===== config.mk =====
export PLATFORM = sky130hd
export DESIGN_NAME = ctrl_pipe_regs_flat
export DESIGN_NICKNAME = d
export VERILOG_FILES = /design/src/rtl/ctrl_pipe_regs_if.sv /design/src/rtl/ctrl_pipe_regs.sv /design/src/flat_wrapper.sv
export SDC_FILE = /design/constraint.sdc
export NUM_CORES = 1
export LEC_CHECK = 0
export CAP_MARGIN = 0
export CORE_ASPECT_RATIO = 0.5
export CORE_MARGIN = 4
export CORE_UTILIZATION = 25
export CTS_CLUSTER_DIAMETER = 50
export CTS_CLUSTER_SIZE = 14
export DETAILED_ROUTE_END_ITERATION = 7
export SYNTH_ARGS = -nofsm -noshare
export SYNTH_HDL_FRONTEND = slang
export SYNTH_SLANG_ARGS = --single-unit

===== constraint.sdc =====
create_clock -name CLK -period 2 [get_ports CLK]
set_input_delay 0.4 -clock CLK [delete_from_list [all_inputs] [get_ports CLK]]
set_output_delay 0.4 -clock CLK [all_outputs]
set_load 0.1 [all_outputs]

===== src/rtl/ctrl_pipe_regs_if.sv =====
`default_nettype none
// ============================================================================
//  ctrl_pipe_regs_if
//  Decoder-to-datapath control bundle carried by ctrl_pipe_regs.
//  Revision: 1.0
// ============================================================================
interface ctrl_pipe_regs_if #(
    parameter int REG_BITS = 5
);
    logic                id_RegDst, id_ALUSrc1, id_ALUSrc2, id_MemToReg;
    logic                id_RegWrite, id_MemRead, id_MemWrite, id_Branch;
    logic                id_Jump, id_SignExtend, id_Jal, id_Jr;
    logic [3:0]          id_ALUOp;
    logic [REG_BITS-1:0] id_rs, id_rt, id_rd;
    logic                ex_Zero;

    logic                ex_ALUSrc1, ex_ALUSrc2, ex_SignExtend, ex_Jal, ex_Branch;
    logic [3:0]          ex_ALUOp;
    logic [REG_BITS-1:0] ex_WriteReg, mem_WriteReg, wb_WriteReg;
    logic                mem_MemRead, mem_MemWrite;
    logic                wb_MemToReg, wb_RegWrite, wb_Jal;
    logic                ex_RegWrite, mem_RegWrite;
    logic                PCWrite, IFIDWrite, IFFlush, BranchTaken;

    modport slave (
        input  id_RegDst, id_ALUSrc1, id_ALUSrc2, id_MemToReg, id_RegWrite,
               id_MemRead, id_MemWrite, id_Branch, id_Jump, id_SignExtend,
               id_Jal, id_Jr, id_ALUOp, id_rs, id_rt, id_rd, ex_Zero,
        output ex_ALUSrc1, ex_ALUSrc2, ex_SignExtend, ex_Jal, ex_Branch, ex_ALUOp,
               ex_WriteReg, mem_WriteReg, wb_WriteReg, mem_MemRead, mem_MemWrite,
               wb_MemToReg, wb_RegWrite, wb_Jal, ex_RegWrite, mem_RegWrite,
               PCWrite, IFIDWrite, IFFlush, BranchTaken
    );

    modport master (
        output id_RegDst, id_ALUSrc1, id_ALUSrc2, id_MemToReg, id_RegWrite,
               id_MemRead, id_MemWrite, id_Branch, id_Jump, id_SignExtend,
               id_Jal, id_Jr, id_ALUOp, id_rs, id_rt, id_rd, ex_Zero,
        input  ex_ALUSrc1, ex_ALUSrc2, ex_SignExtend, ex_Jal, ex_Branch, ex_ALUOp,
               ex_WriteReg, mem_WriteReg, wb_WriteReg, mem_MemRead, mem_MemWrite,
               wb_MemToReg, wb_RegWrite, wb_Jal, ex_RegWrite, mem_RegWrite,
               PCWrite, IFIDWrite, IFFlush, BranchTaken
    );
endinterface
`default_nettype wire


===== src/rtl/ctrl_pipe_regs.sv =====
`default_nettype none
// ============================================================================
//  ctrl_pipe_regs
//  ID/EX, EX/MEM, MEM/WB control registers with stall, bubble and squash.
//  Optional macro CTRL_PIPE_HAZARD_EN enables load-use / Jr stall detection.
//  Revision: 1.0
// ============================================================================
module ctrl_pipe_regs #(
    parameter int REG_BITS = 5,
    parameter int LINK_REG = 31
) (
    input  wire                   CLK,
    input  wire                   Reset_L,
    ctrl_pipe_regs_if.slave       bus
);
    localparam logic [REG_BITS-1:0] C_LINK = LINK_REG[REG_BITS-1:0];

    typedef struct packed {
        logic                alu_src1, alu_src2, sign_extend, jal, branch;
        logic [3:0]          alu_op;
        logic [REG_BITS-1:0] write_reg;
        logic                mem_to_reg, reg_write, mem_read, mem_write;
    } idex_t;

    typedef struct packed {
        logic [REG_BITS-1:0] write_reg;
        logic                mem_to_reg, reg_write, mem_read, mem_write, jal;
    } exmem_t;

    typedef struct packed {
        logic [REG_BITS-1:0] write_reg;
        logic                mem_to_reg, reg_write, jal;
    } memwb_t;

    idex_t  idex_d,  idex_q;
    exmem_t exmem_d, exmem_q;
    memwb_t memwb_d, memwb_q;

    logic branch_taken;
    logic hazard;
    logic stall;

`ifdef CTRL_PIPE_HAZARD_EN
    logic load_use;
    logic jr_hazard;

    always_comb begin
        load_use  = idex_q.mem_read && (idex_q.write_reg != '0) &&
                    ((idex_q.write_reg == bus.id_rs) || (idex_q.write_reg == bus.id_rt));
        jr_hazard = bus.id_Jr && (bus.id_rs != '0) &&
                    ((idex_q.reg_write && (idex_q.write_reg == bus.id_rs)) ||
                     (exmem_q.mem_read && (exmem_q.write_reg == bus.id_rs)));
        hazard    = load_use || jr_hazard;
    end
`else
    logic unused_hazard_inputs;
    assign unused_hazard_inputs = ^{bus.id_Jr, bus.id_rs};
    assign hazard = 1'b0;
`endif

    always_comb begin
        branch_taken = idex_q.branch && bus.ex_Zero;
        // A taken branch squashes the ID instruction, so its stall is moot.
        stall        = hazard && !branch_taken;

        idex_d = '0;
        if (!(branch_taken || stall)) begin
            idex_d.alu_src1    = bus.id_ALUSrc1;
            idex_d.alu_src2    = bus.id_ALUSrc2;
            idex_d.sign_extend = bus.id_SignExtend;
            idex_d.jal         = bus.id_Jal;
            idex_d.branch      = bus.id_Branch;
            idex_d.alu_op      = bus.id_ALUOp;
            idex_d.write_reg   = bus.id_Jal ? C_LINK : (bus.id_RegDst ? bus.id_rd : bus.id_rt);
            idex_d.mem_to_reg  = bus.id_MemToReg;
            idex_d.reg_write   = bus.id_RegWrite;
            idex_d.mem_read    = bus.id_MemRead;
            idex_d.mem_write   = bus.id_MemWrite;
        end

        exmem_d.write_reg  = idex_q.write_reg;
        exmem_d.mem_to_reg = idex_q.mem_to_reg;
        exmem_d.reg_write  = idex_q.reg_write;
        exmem_d.mem_read   = idex_q.mem_read;
        exmem_d.mem_write  = idex_q.mem_write;
        exmem_d.jal        = idex_q.jal;

        memwb_d.write_reg  = exmem_q.write_reg;
        memwb_d.mem_to_reg = exmem_q.mem_to_reg;
        memwb_d.reg_write  = exmem_q.reg_write;
        memwb_d.jal        = exmem_q.jal;
    end

    always_ff @(posedge CLK or negedge Reset_L) begin
        if (!Reset_L) begin
            idex_q  <= '0;
            exmem_q <= '0;
            memwb_q <= '0;
        end else begin
            idex_q  <= idex_d;
            exmem_q <= exmem_d;
            memwb_q <= memwb_d;
        end
    end

    assign bus.ex_ALUSrc1    = idex_q.alu_src1;
    assign bus.ex_ALUSrc2    = idex_q.alu_src2;
    assign bus.ex_SignExtend = idex_q.sign_extend;
    assign bus.ex_Jal        = idex_q.jal;
    assign bus.ex_Branch     = idex_q.branch;
    assign bus.ex_ALUOp      = idex_q.alu_op;
    assign bus.ex_WriteReg   = idex_q.write_reg;
    assign bus.ex_RegWrite   = idex_q.reg_write;

    assign bus.mem_WriteReg  = exmem_q.write_reg;
    assign bus.mem_MemRead   = exmem_q.mem_read;
    assign bus.mem_MemWrite  = exmem_q.mem_write;
    assign bus.mem_RegWrite  = exmem_q.reg_write;

    assign bus.wb_WriteReg   = memwb_q.write_reg;
    assign bus.wb_MemToReg   = memwb_q.mem_to_reg;
    assign bus.wb_RegWrite   = memwb_q.reg_write;
    assign bus.wb_Jal        = memwb_q.jal;

    assign bus.BranchTaken   = branch_taken;
    assign bus.PCWrite       = !stall;
    assign bus.IFIDWrite     = !stall;
    assign bus.IFFlush       = branch_taken || (bus.id_Jump && !stall);
endmodule
`default_nettype wire


===== src/flat_wrapper.sv =====
// flat-port wrapper written by rule: the top's interface ports become plain ports
module ctrl_pipe_regs_flat 
#(
    parameter int REG_BITS = 5,
    parameter int LINK_REG = 31
)
  (CLK, Reset_L, bus_id_RegDst, bus_id_ALUSrc1, bus_id_ALUSrc2, bus_id_MemToReg, bus_id_RegWrite, bus_id_MemRead, bus_id_MemWrite, bus_id_Branch, bus_id_Jump, bus_id_SignExtend, bus_id_Jal, bus_id_Jr, bus_id_ALUOp, bus_id_rs, bus_id_rt, bus_id_rd, bus_ex_Zero, bus_ex_ALUSrc1, bus_ex_ALUSrc2, bus_ex_SignExtend, bus_ex_Jal, bus_ex_Branch, bus_ex_ALUOp, bus_ex_WriteReg, bus_mem_WriteReg, bus_wb_WriteReg, bus_mem_MemRead, bus_mem_MemWrite, bus_wb_MemToReg, bus_wb_RegWrite, bus_wb_Jal, bus_ex_RegWrite, bus_mem_RegWrite, bus_PCWrite, bus_IFIDWrite, bus_IFFlush, bus_BranchTaken);
  ctrl_pipe_regs_if #(.REG_BITS(REG_BITS)) bus_i ();
  input  wire CLK;
  input  wire Reset_L;
  input wire logic [$bits(bus_i.id_RegDst)-1:0] bus_id_RegDst;
  input wire logic [$bits(bus_i.id_ALUSrc1)-1:0] bus_id_ALUSrc1;
  input wire logic [$bits(bus_i.id_ALUSrc2)-1:0] bus_id_ALUSrc2;
  input wire logic [$bits(bus_i.id_MemToReg)-1:0] bus_id_MemToReg;
  input wire logic [$bits(bus_i.id_RegWrite)-1:0] bus_id_RegWrite;
  input wire logic [$bits(bus_i.id_MemRead)-1:0] bus_id_MemRead;
  input wire logic [$bits(bus_i.id_MemWrite)-1:0] bus_id_MemWrite;
  input wire logic [$bits(bus_i.id_Branch)-1:0] bus_id_Branch;
  input wire logic [$bits(bus_i.id_Jump)-1:0] bus_id_Jump;
  input wire logic [$bits(bus_i.id_SignExtend)-1:0] bus_id_SignExtend;
  input wire logic [$bits(bus_i.id_Jal)-1:0] bus_id_Jal;
  input wire logic [$bits(bus_i.id_Jr)-1:0] bus_id_Jr;
  input wire logic [$bits(bus_i.id_ALUOp)-1:0] bus_id_ALUOp;
  input wire logic [$bits(bus_i.id_rs)-1:0] bus_id_rs;
  input wire logic [$bits(bus_i.id_rt)-1:0] bus_id_rt;
  input wire logic [$bits(bus_i.id_rd)-1:0] bus_id_rd;
  input wire logic [$bits(bus_i.ex_Zero)-1:0] bus_ex_Zero;
  output wire logic [$bits(bus_i.ex_ALUSrc1)-1:0] bus_ex_ALUSrc1;
  output wire logic [$bits(bus_i.ex_ALUSrc2)-1:0] bus_ex_ALUSrc2;
  output wire logic [$bits(bus_i.ex_SignExtend)-1:0] bus_ex_SignExtend;
  output wire logic [$bits(bus_i.ex_Jal)-1:0] bus_ex_Jal;
  output wire logic [$bits(bus_i.ex_Branch)-1:0] bus_ex_Branch;
  output wire logic [$bits(bus_i.ex_ALUOp)-1:0] bus_ex_ALUOp;
  output wire logic [$bits(bus_i.ex_WriteReg)-1:0] bus_ex_WriteReg;
  output wire logic [$bits(bus_i.mem_WriteReg)-1:0] bus_mem_WriteReg;
  output wire logic [$bits(bus_i.wb_WriteReg)-1:0] bus_wb_WriteReg;
  output wire logic [$bits(bus_i.mem_MemRead)-1:0] bus_mem_MemRead;
  output wire logic [$bits(bus_i.mem_MemWrite)-1:0] bus_mem_MemWrite;
  output wire logic [$bits(bus_i.wb_MemToReg)-1:0] bus_wb_MemToReg;
  output wire logic [$bits(bus_i.wb_RegWrite)-1:0] bus_wb_RegWrite;
  output wire logic [$bits(bus_i.wb_Jal)-1:0] bus_wb_Jal;
  output wire logic [$bits(bus_i.ex_RegWrite)-1:0] bus_ex_RegWrite;
  output wire logic [$bits(bus_i.mem_RegWrite)-1:0] bus_mem_RegWrite;
  output wire logic [$bits(bus_i.PCWrite)-1:0] bus_PCWrite;
  output wire logic [$bits(bus_i.IFIDWrite)-1:0] bus_IFIDWrite;
  output wire logic [$bits(bus_i.IFFlush)-1:0] bus_IFFlush;
  output wire logic [$bits(bus_i.BranchTaken)-1:0] bus_BranchTaken;
  assign bus_i.id_RegDst = bus_id_RegDst;
  assign bus_i.id_ALUSrc1 = bus_id_ALUSrc1;
  assign bus_i.id_ALUSrc2 = bus_id_ALUSrc2;
  assign bus_i.id_MemToReg = bus_id_MemToReg;
  assign bus_i.id_RegWrite = bus_id_RegWrite;
  assign bus_i.id_MemRead = bus_id_MemRead;
  assign bus_i.id_MemWrite = bus_id_MemWrite;
  assign bus_i.id_Branch = bus_id_Branch;
  assign bus_i.id_Jump = bus_id_Jump;
  assign bus_i.id_SignExtend = bus_id_SignExtend;
  assign bus_i.id_Jal = bus_id_Jal;
  assign bus_i.id_Jr = bus_id_Jr;
  assign bus_i.id_ALUOp = bus_id_ALUOp;
  assign bus_i.id_rs = bus_id_rs;
  assign bus_i.id_rt = bus_id_rt;
  assign bus_i.id_rd = bus_id_rd;
  assign bus_i.ex_Zero = bus_ex_Zero;
  assign bus_ex_ALUSrc1 = bus_i.ex_ALUSrc1;
  assign bus_ex_ALUSrc2 = bus_i.ex_ALUSrc2;
  assign bus_ex_SignExtend = bus_i.ex_SignExtend;
  assign bus_ex_Jal = bus_i.ex_Jal;
  assign bus_ex_Branch = bus_i.ex_Branch;
  assign bus_ex_ALUOp = bus_i.ex_ALUOp;
  assign bus_ex_WriteReg = bus_i.ex_WriteReg;
  assign bus_mem_WriteReg = bus_i.mem_WriteReg;
  assign bus_wb_WriteReg = bus_i.wb_WriteReg;
  assign bus_mem_MemRead = bus_i.mem_MemRead;
  assign bus_mem_MemWrite = bus_i.mem_MemWrite;
  assign bus_wb_MemToReg = bus_i.wb_MemToReg;
  assign bus_wb_RegWrite = bus_i.wb_RegWrite;
  assign bus_wb_Jal = bus_i.wb_Jal;
  assign bus_ex_RegWrite = bus_i.ex_RegWrite;
  assign bus_mem_RegWrite = bus_i.mem_RegWrite;
  assign bus_PCWrite = bus_i.PCWrite;
  assign bus_IFIDWrite = bus_i.IFIDWrite;
  assign bus_IFFlush = bus_i.IFFlush;
  assign bus_BranchTaken = bus_i.BranchTaken;
  ctrl_pipe_regs #(.REG_BITS(REG_BITS), .LINK_REG(LINK_REG)) u_core (.CLK(CLK), .Reset_L(Reset_L), .bus(bus_i));
endmodule

# Yosys cells after proc, flatten, opt, wreduce, memory -nomap -nowiden
# Cells that the tools add are included.
[word_totals]
wordCells = 26
ff_bits = 36
inputBits = 34
[op_classes]
muxes = 3
n_reduce_logical = 2
[ops]
columns = ["operator", "n"]
rows = [
  ["18-bit 2-to-1 mux", 1],
  ["5-bit 2-to-1 mux", 2],
  ["1-bit logical AND", 1],
  ["1-bit logical OR", 1],
]

# Depth between registers and ports, before layout
[depth]
ltp_word = 3
depth_mapped = 3
depth_no_buf = 2

# Least setup slack after synthesis
# No wires, ideal clock.
[synth_path]
path_type = "reg-to-output"
start = "register u_core.idex_q, in the netlist u_core.bus.ex_Branch"
end = "output bus_IFFlush"
n_path_buf = 1
path_stages_with_launch = 4
path_slack_ns = -0.340
t_arrival_ns = 1.940
cell_sequence = "dfrtp_1 nand2_1 clkbuf_1 nand2b_1"
[synth_between]
elab_chain_len = 2
[synth_rtl]
columns = ["element", "line", "rtl"]
rows = [
  ["start, declared", "ctrl_pipe_regs.sv:35", "idex_t idex_d, idex_q;"],
  ["start signal, assigned", "ctrl_pipe_regs.sv:100", "idex_q <= idex_d;"],
  ["1-bit logical AND", "ctrl_pipe_regs.sv:62", "branch_taken = idex_q.branch && bus.ex_Zero;"],
  ["1-bit logical OR", "ctrl_pipe_regs.sv:128", "assign bus.IFFlush = branch_taken || (bus.id_Jump && !stall);"],
  ["end, declared", "flat_wrapper.sv:46", "output wire logic [$bits(bus_i.IFFlush)-1:0] bus_IFFlush;"],
]
# Every way passes these cells.

# Worst setup path in the final report
[layout_path]
start = "input bus_ex_Zero"
end = "output bus_BranchTaken"
[layout_between]
elab_chain_len = 1
[layout_rtl]
columns = ["element", "line", "rtl"]
rows = [
  ["start, declared", "flat_wrapper.sv:27", "input wire logic [$bits(bus_i.ex_Zero)-1:0] bus_ex_Zero;"],
  ["1-bit logical AND", "ctrl_pipe_regs.sv:62", ""],
  ["end, declared", "flat_wrapper.sv:47", "output wire logic [$bits(bus_i.BranchTaken)-1:0] bus_BranchTaken;"],
]
# Every way passes these cells.

==> flow_summary.json <==
{
  "status": "finished clean",
  "clock_sinks": 36,
  "vias": 719,
  "grtUsageTotal_pct": 8.53,
  "dp_hpwl_um": 1830,
  "layout.nets": 167,
  "clock_path_buffers": 2,
  "syn_area_per_cell_um2": 15.5,
  "tns_ns": 0,
  "antenna_found_initial": 0,
  "drv_slew": 0,
  "yosysWarnings": 0,
  "yosysSeqAreaShare_pct": 75.6,
  "syn_area_um2": 1190,
  "setup_ws_ns": 0.303,
  "fp.dieW_um": 106,
  "fill_cells": 432,
  "grt_pass1_vias": 766,
  "drt_iter0_markers": 11,
  "worst-setup-path-type": "in2out",
  "drcViolationCount": 0,
  "dr.pass1.iters": 3,
  "p_leak_nw": 0.831,
  "skew_ns": 0.00596,
  "worstPathRequired_ns": 1.60,
  "grt_setup_unrepaired": "no",
  "dieArea_um2": 6010,
  "clockRootBuffer": "clkbuf_8",
  "cts_tree": "built",
  "finalWeightedCongestion": 0.675,
  "clkTransAtPathRegs_ns": 0.07,
  "area_growth_pct": 53.5,
  "multiInputGateArea_um2": 195,
  "grt_pass1_wl_um": 3750,
  "hold_path_class": "in2async",
  "hold_viol": 0,
  "wire_per_inst_um": 11.6,
  "routed_wl_um": 2330,
  "hold_buffers": 0,
  "maxCapViolations": 0,
  "critPathSlowestCell": "clkdlybuf4s50_1",
  "regArea_um2": 902,
  "layout_min_cycle_time_ns": 1.70,
  "clk_latency_ns": 0.29,
  "via_per_inst": 3.60,
  "p_per_area_nw_per_um2": 1060,
  "antennaDiodeCount": 0,
  "place_ws_ns": 0.289,
  "start_util_pct": 26.4,
  "cpPeakStageDelay_ns": 0.45,
  "rows": 17,
  "dieHeight_um": 56.8,
  "port_buffers": 60,
  "htree_levels": 2,
  "r2r_slack_ns": 0.99,
  "fmax_mhz": 589,
  "start_kind": "input port",
  "synth_seq_cells": 36,
  "post-route-period-util_pct": 84.8,
  "cts_made_buffers": 5,
  "synthDistinctLibCells": 11,
  "ioPinCount": 69,
  "grt_overflow": 0,
  "arrival_ns": 1.30,
  "coreArea_um2": 4510,
  "drive_gt1_share_pct": 33.6,
  "setup_violations": 0,
  "critPathCaptureType": "output pin",
  "cp_cell_sequence": "clkdlybuf4s50_1 -> nand2_1 -> inv_1 -> buf_12",
  "grt_max_degree": 22,
  "post-cts-setup-buffer-count": 0,
  "postSynthCellCount": 77,
  "ant_nets": 0,
  "cp_max_fo": 6,
  "cts_resized": 0,
  "max-vdd-ir-drop_mv": 0.321
}
-- through the flow --
stage | instance area (um^2) | util [%] | total power (W) | hold slack (ns) | cells
6_report | 1830 | 40.6 | 0.00194 | 0.0479 | 200
3_5_place_dp | 1740 | 38.5 | 0.00144 | 0.335 | 192
4_1_cts | 1830 | 40.6 | 0.00196 | 0.0528 | 200
5_1_grt | 1830 | 40.6 | 0.00202 | 0.0783 | 200
3_3_place_gp | 1740 | 38.5 | 0.00143 | 0.331 | 192
2_1_floorplan | 1200 | - | 0.00129 | 0.104 | 78
-- state kept, by name, indices dropped and copies added, names as in the netlist --
signal                    flops
u_core.bus.ex_ALUOp           4
u_core.bus.ex_ALUSrc1         1
u_core.bus.ex_ALUSrc2         1
u_core.bus.ex_Branch          1
u_core.bus.ex_Jal             1
u_core.bus.ex_RegWrite        1
u_core.bus.ex_SignExtend      1
u_core.bus.ex_WriteReg        5
u_core.bus.mem_MemRead        1
u_core.bus.mem_MemWrite       1
u_core.bus.mem_RegWrite       1
u_core.bus.mem_WriteReg       5
u_core.bus.wb_Jal             1
u_core.bus.wb_MemToReg        1
u_core.bus.wb_RegWrite        1
u_core.bus.wb_WriteReg        5
u_core.exmem_d                3
u_core.exmem_q                2
-- synth_stat cells (all sizes together) --
cell type,count,area [um^2]
inv,1,3.75
nand2,1,3.75
o21a,5,37.5
mux2,5,56.3
dfrtp,36,901
buf,13,95.1
conb,1,3.75
nand2b,1,6.26
and2,13,81.3
clkbuf,1,3.75
-- worst paths after layout --
path                                           start                        end  cells after the start
max in group asynchronous                    Reset_L    u_core.bus.mem_MemWrite                      2
worst min register to register     u_core.exmem_q[4]     u_core.bus.wb_MemToReg                      0
worst max register to register  u_core.bus.ex_Branch  u_core.bus.ex_WriteReg[2]                      3
worst min-delay path                         Reset_L      u_core.bus.ex_ALUSrc1                      1
min in group CLK                   u_core.exmem_q[4]     u_core.bus.wb_MemToReg                      0
worst max-delay path                     bus_ex_Zero            bus_BranchTaken                      4
-- cell usage in the layout, fill, tap and decap left out, drive strengths merged --
master,count
clkdlybuf4s50,26
mux2,5
o21a,5
inv,1
clkinvlp,1
conb,2
buf,36
and2,13
nand2,1
dfrtp,36
nand2b,1
clkbuf,7
-- layout make-up --
| type | instances | area share, % |
|---|---|---|
| flip-flops and latches | 36 | 49.3 |
| repair buffers | 62 | 30.2 |
| multi-input cells | 27 | 10.7 |
| clock buffers | 7 | 4.72 |
| well taps | 66 | 4.51 |
| clock inverters | 1 | 0.410 |
| inverters | 1 | 0.205 |
-- worst max-delay path, delay by kind of cell --
kind | cells | cell delay (ns)
and+or+nand+nor | 1 | 0.13
buffers and inverters | 3 | 0.76
-- where the power goes --
| part | internal, W | switching, W |
|---|---|---|
| combinational | 0.000140 | 0.000470 |
| sequential | 0.000784 | 0.0000211 |
| clock | 0.000279 | 0.000243 |
| total | 0.00120 | 0.000734 |
-- logic make-up (layout without fill, tap and decap cells) --
group           after synthesis  after routing  synth area share [%]
compound gates                5              5                  3.15
other cells                   1              2                 0.314
flops                        36             36                  75.6
buf+inv                      15             71                  8.60
simple gates                 15             15                  7.66
mux                           5              5                  4.72
-- routing by layer --
layer  vias up  track usage, %  wire length, um
met2        18            15.0             1310
met5         -               0                0
met1       356            7.98              815
li1        338               -                -
met3         7            2.76              122
met4         0            7.75               81
Note: power is estimated with default switching activity, not from simulation.
==> variant: new RTL, config.mk and constraints unchanged <==
The option `CTRL_PIPE_HAZARD_EN` is turned on by a define.
--- a/src/rtl/ctrl_pipe_regs.sv
+++ b/src/rtl/ctrl_pipe_regs.sv
@@ -6,4 +6,6 @@
 //  Revision: 1.0
 // ============================================================================
+`define CTRL_PIPE_HAZARD_EN
+
 module ctrl_pipe_regs #(
     parameter int REG_BITS = 5,
Formal check against the unedited RTL: not equivalent (Yosys sat finds a counterexample within 4 cycles, from zero or initial values and one cycle with Reset_L low).
==> variant against the unedited design <==
Routed wire length rose by 54%. Clock skew fell by 0.0011 ns. Worst setup slack got worse by 0.84 ns. Area after synthesis rose by 20%. The flow now finishes with violations (negative setup slack). Sequential power rose by 7.5%. Sequential cell count did not move. Final area rose by 33%. Largest cell class unchanged. Power rose by 40%. Critical path type unchanged.
==> variant: results (changes against the unedited design) <==
[metrics] outcome: finished, violations left
[metrics] failing checks: negative setup slack
[metrics] static leakage power: 1.12 nW (+35%)
[metrics] source-to-sink clock delay at the later pin of the worst-skew pair: 0.27 ns (-0.02 ns)
[metrics] Avg Vias per Cell: 4.10 (+14%)
[metrics] crit path max fanout: 3 (-3)
[metrics] root buf cell: sky130_fd_sc_hd__clkbuf_16
[metrics] port buffer count: 68 (+13%)
[metrics] setup TNS after final layout: -1.58 ns (-1.58 ns)
[metrics] fraction of the yosys area taken by sequential cells: 0.632 (-0.123)
[metrics] final setup fails: 3 (+3)
[metrics] min setup slack post-route: -0.534 ns (-0.838 ns)
[metrics] half-perimeter wire length after detailed placement: 2.80 mm (+53%)
[metrics] number of nets in the layout: 221 (+32%)
[metrics] CP Capture Point: bus_IFIDWrite
[metrics] largest net degree at the start of global routing: 21 (-4.5%)
[metrics] Worst Clk Skew: 0.00490 ns (-0.00106 ns)
[metrics] launch instance of the worst register-to-register path: u_core.bus.ex_WriteReg[1]
[metrics] DRT iter0 DRCs: 20 (+9)
[metrics] slowest cell delay on critical path: 0.50 ns (+0.05 ns)
[metrics] worst-case reg-to-reg path depth: 8 (+5)
[metrics] count of different cell masters after synthesis: 19 (+8)
[metrics] first element of the critical path: bus_id_rt[1]
[metrics] flop-to-flop setup slack: 0.01 ns (-0.98 ns)
[metrics] via count of the first global-routing pass: 1165 (+52%)
[metrics] Pre-antenna DRT Iters: 4 (+1)
[metrics] routed metal-1 wire length: 1.44 mm (+77%)
[metrics] routed wire length on met2: 2.00 mm (+53%)
[metrics] Commonest cells post-synth: sky130_fd_sc_hd__dfrtp_1 (36), sky130_fd_sc_hd__and3_1 (13), sky130_fd_sc_hd__buf_4 (13)
[metrics] endpoint arrival time on the critical path: 2.13 ns (+0.83 ns)
[metrics] most area-consuming cells after synthesis: sky130_fd_sc_hd__dfrtp_1 (63%), sky130_fd_sc_hd__buf_4 (6.8%), sky130_fd_sc_hd__xnor2_1 (6.8%)
[metrics] first-pass GRT wire length: 5.60 mm (+49%)
[metrics] critical register-to-register path endpoint: u_core.bus.ex_ALUSrc2
[metrics] DR WL met3: 109 µm (-11%)
[metrics] maximum vdd drop: 0.435 mV (+36%)
[metrics] CTS clock-pin slew for the worst setup and hold paths: 0.05 ns (-0.02 ns)
[variant: cells by family after synthesis]
kind of cell,count (synthesis),share of synthesized area
XOR/XNOR,15,0.0922
multiplexers,5,0.0395
AND/OR/NAND/NOR,24,0.100
buffers and inverters,16,0.0764
flip-flops,36,0.632
AO/OA/AOI/OAI,10,0.0597
[variant: critical path, delay by kind of cell]
kind | cells | cell delay [ns]
buffers and inverters | 3 | 0.83
and+or+nand+nor | 3 | 0.69
AOI/OAI and AO/OA | 1 | 0.08
xor gates and xnor gates | 1 | 0.13
[variant: cell type report]
type,count,area [µm²]
clock inverters,1,5.00
multi-input cells,54,462
clock buffers,7,133
repair buffers,88,833
flip-flops and latches,36,902
inverters,2,11.3
well taps,73,91.3
fillers,503,3050
[variant: per-layer routing]
metal	vias up	GRT usage
li1	516	-
met1	529	0.122
met2	20	0.197
met3	4	0.0255
met4	0	0.0351
met5	-	0
[variant: power breakdown]
| part | internal [mW] | switching, mW | total (mW) | leakage [nW] |
|---|---|---|---|---|
| Sequential | 0.818 | 0.0476 | 0.865 | 0.424 |
| Combinational | 0.331 | 0.798 | 1.13 | 0.630 |
| Clock | 0.459 | 0.254 | 0.713 | 0.0679 |
| Total | 1.61 | 1.10 | 2.71 | 1.12 |
[variant: per-stage QoR]
step,cells,setup WS [ns]
after detailed placement,252,-0.736
after floorplan,106,-0.491
after CTS,260,-0.520
after global placement,252,-0.699
after global routing,261,-0.611
final,261,-0.534
[variant: worst min-delay path by stage]
stage                                      end  depth (start not counted)  slack [ns]         startpoint
detailed placement      u_core.bus.wb_MemToReg                          0        0.33  u_core.exmem_q[4]
floorplan               u_core.bus.ex_ALUOp[0]                          0        0.10            Reset_L
CTS                  u_core.bus.wb_WriteReg[4]                          1        0.07            Reset_L
global route         u_core.bus.wb_WriteReg[4]                          1        0.09            Reset_L
finish              u_core.bus.mem_WriteReg[4]                          1        0.06            Reset_L
global placement       u_core.bus.mem_MemWrite                          0        0.33  u_core.exmem_d[1]
[variant: what timing repair did]
action                                  in CTS  in global routing
setup buffers                                0                  1
resized for setup                           14                  3
hold buffers                                 0                  0
endpoints found under the setup margin      21                 21
pin swaps                                    8                  0
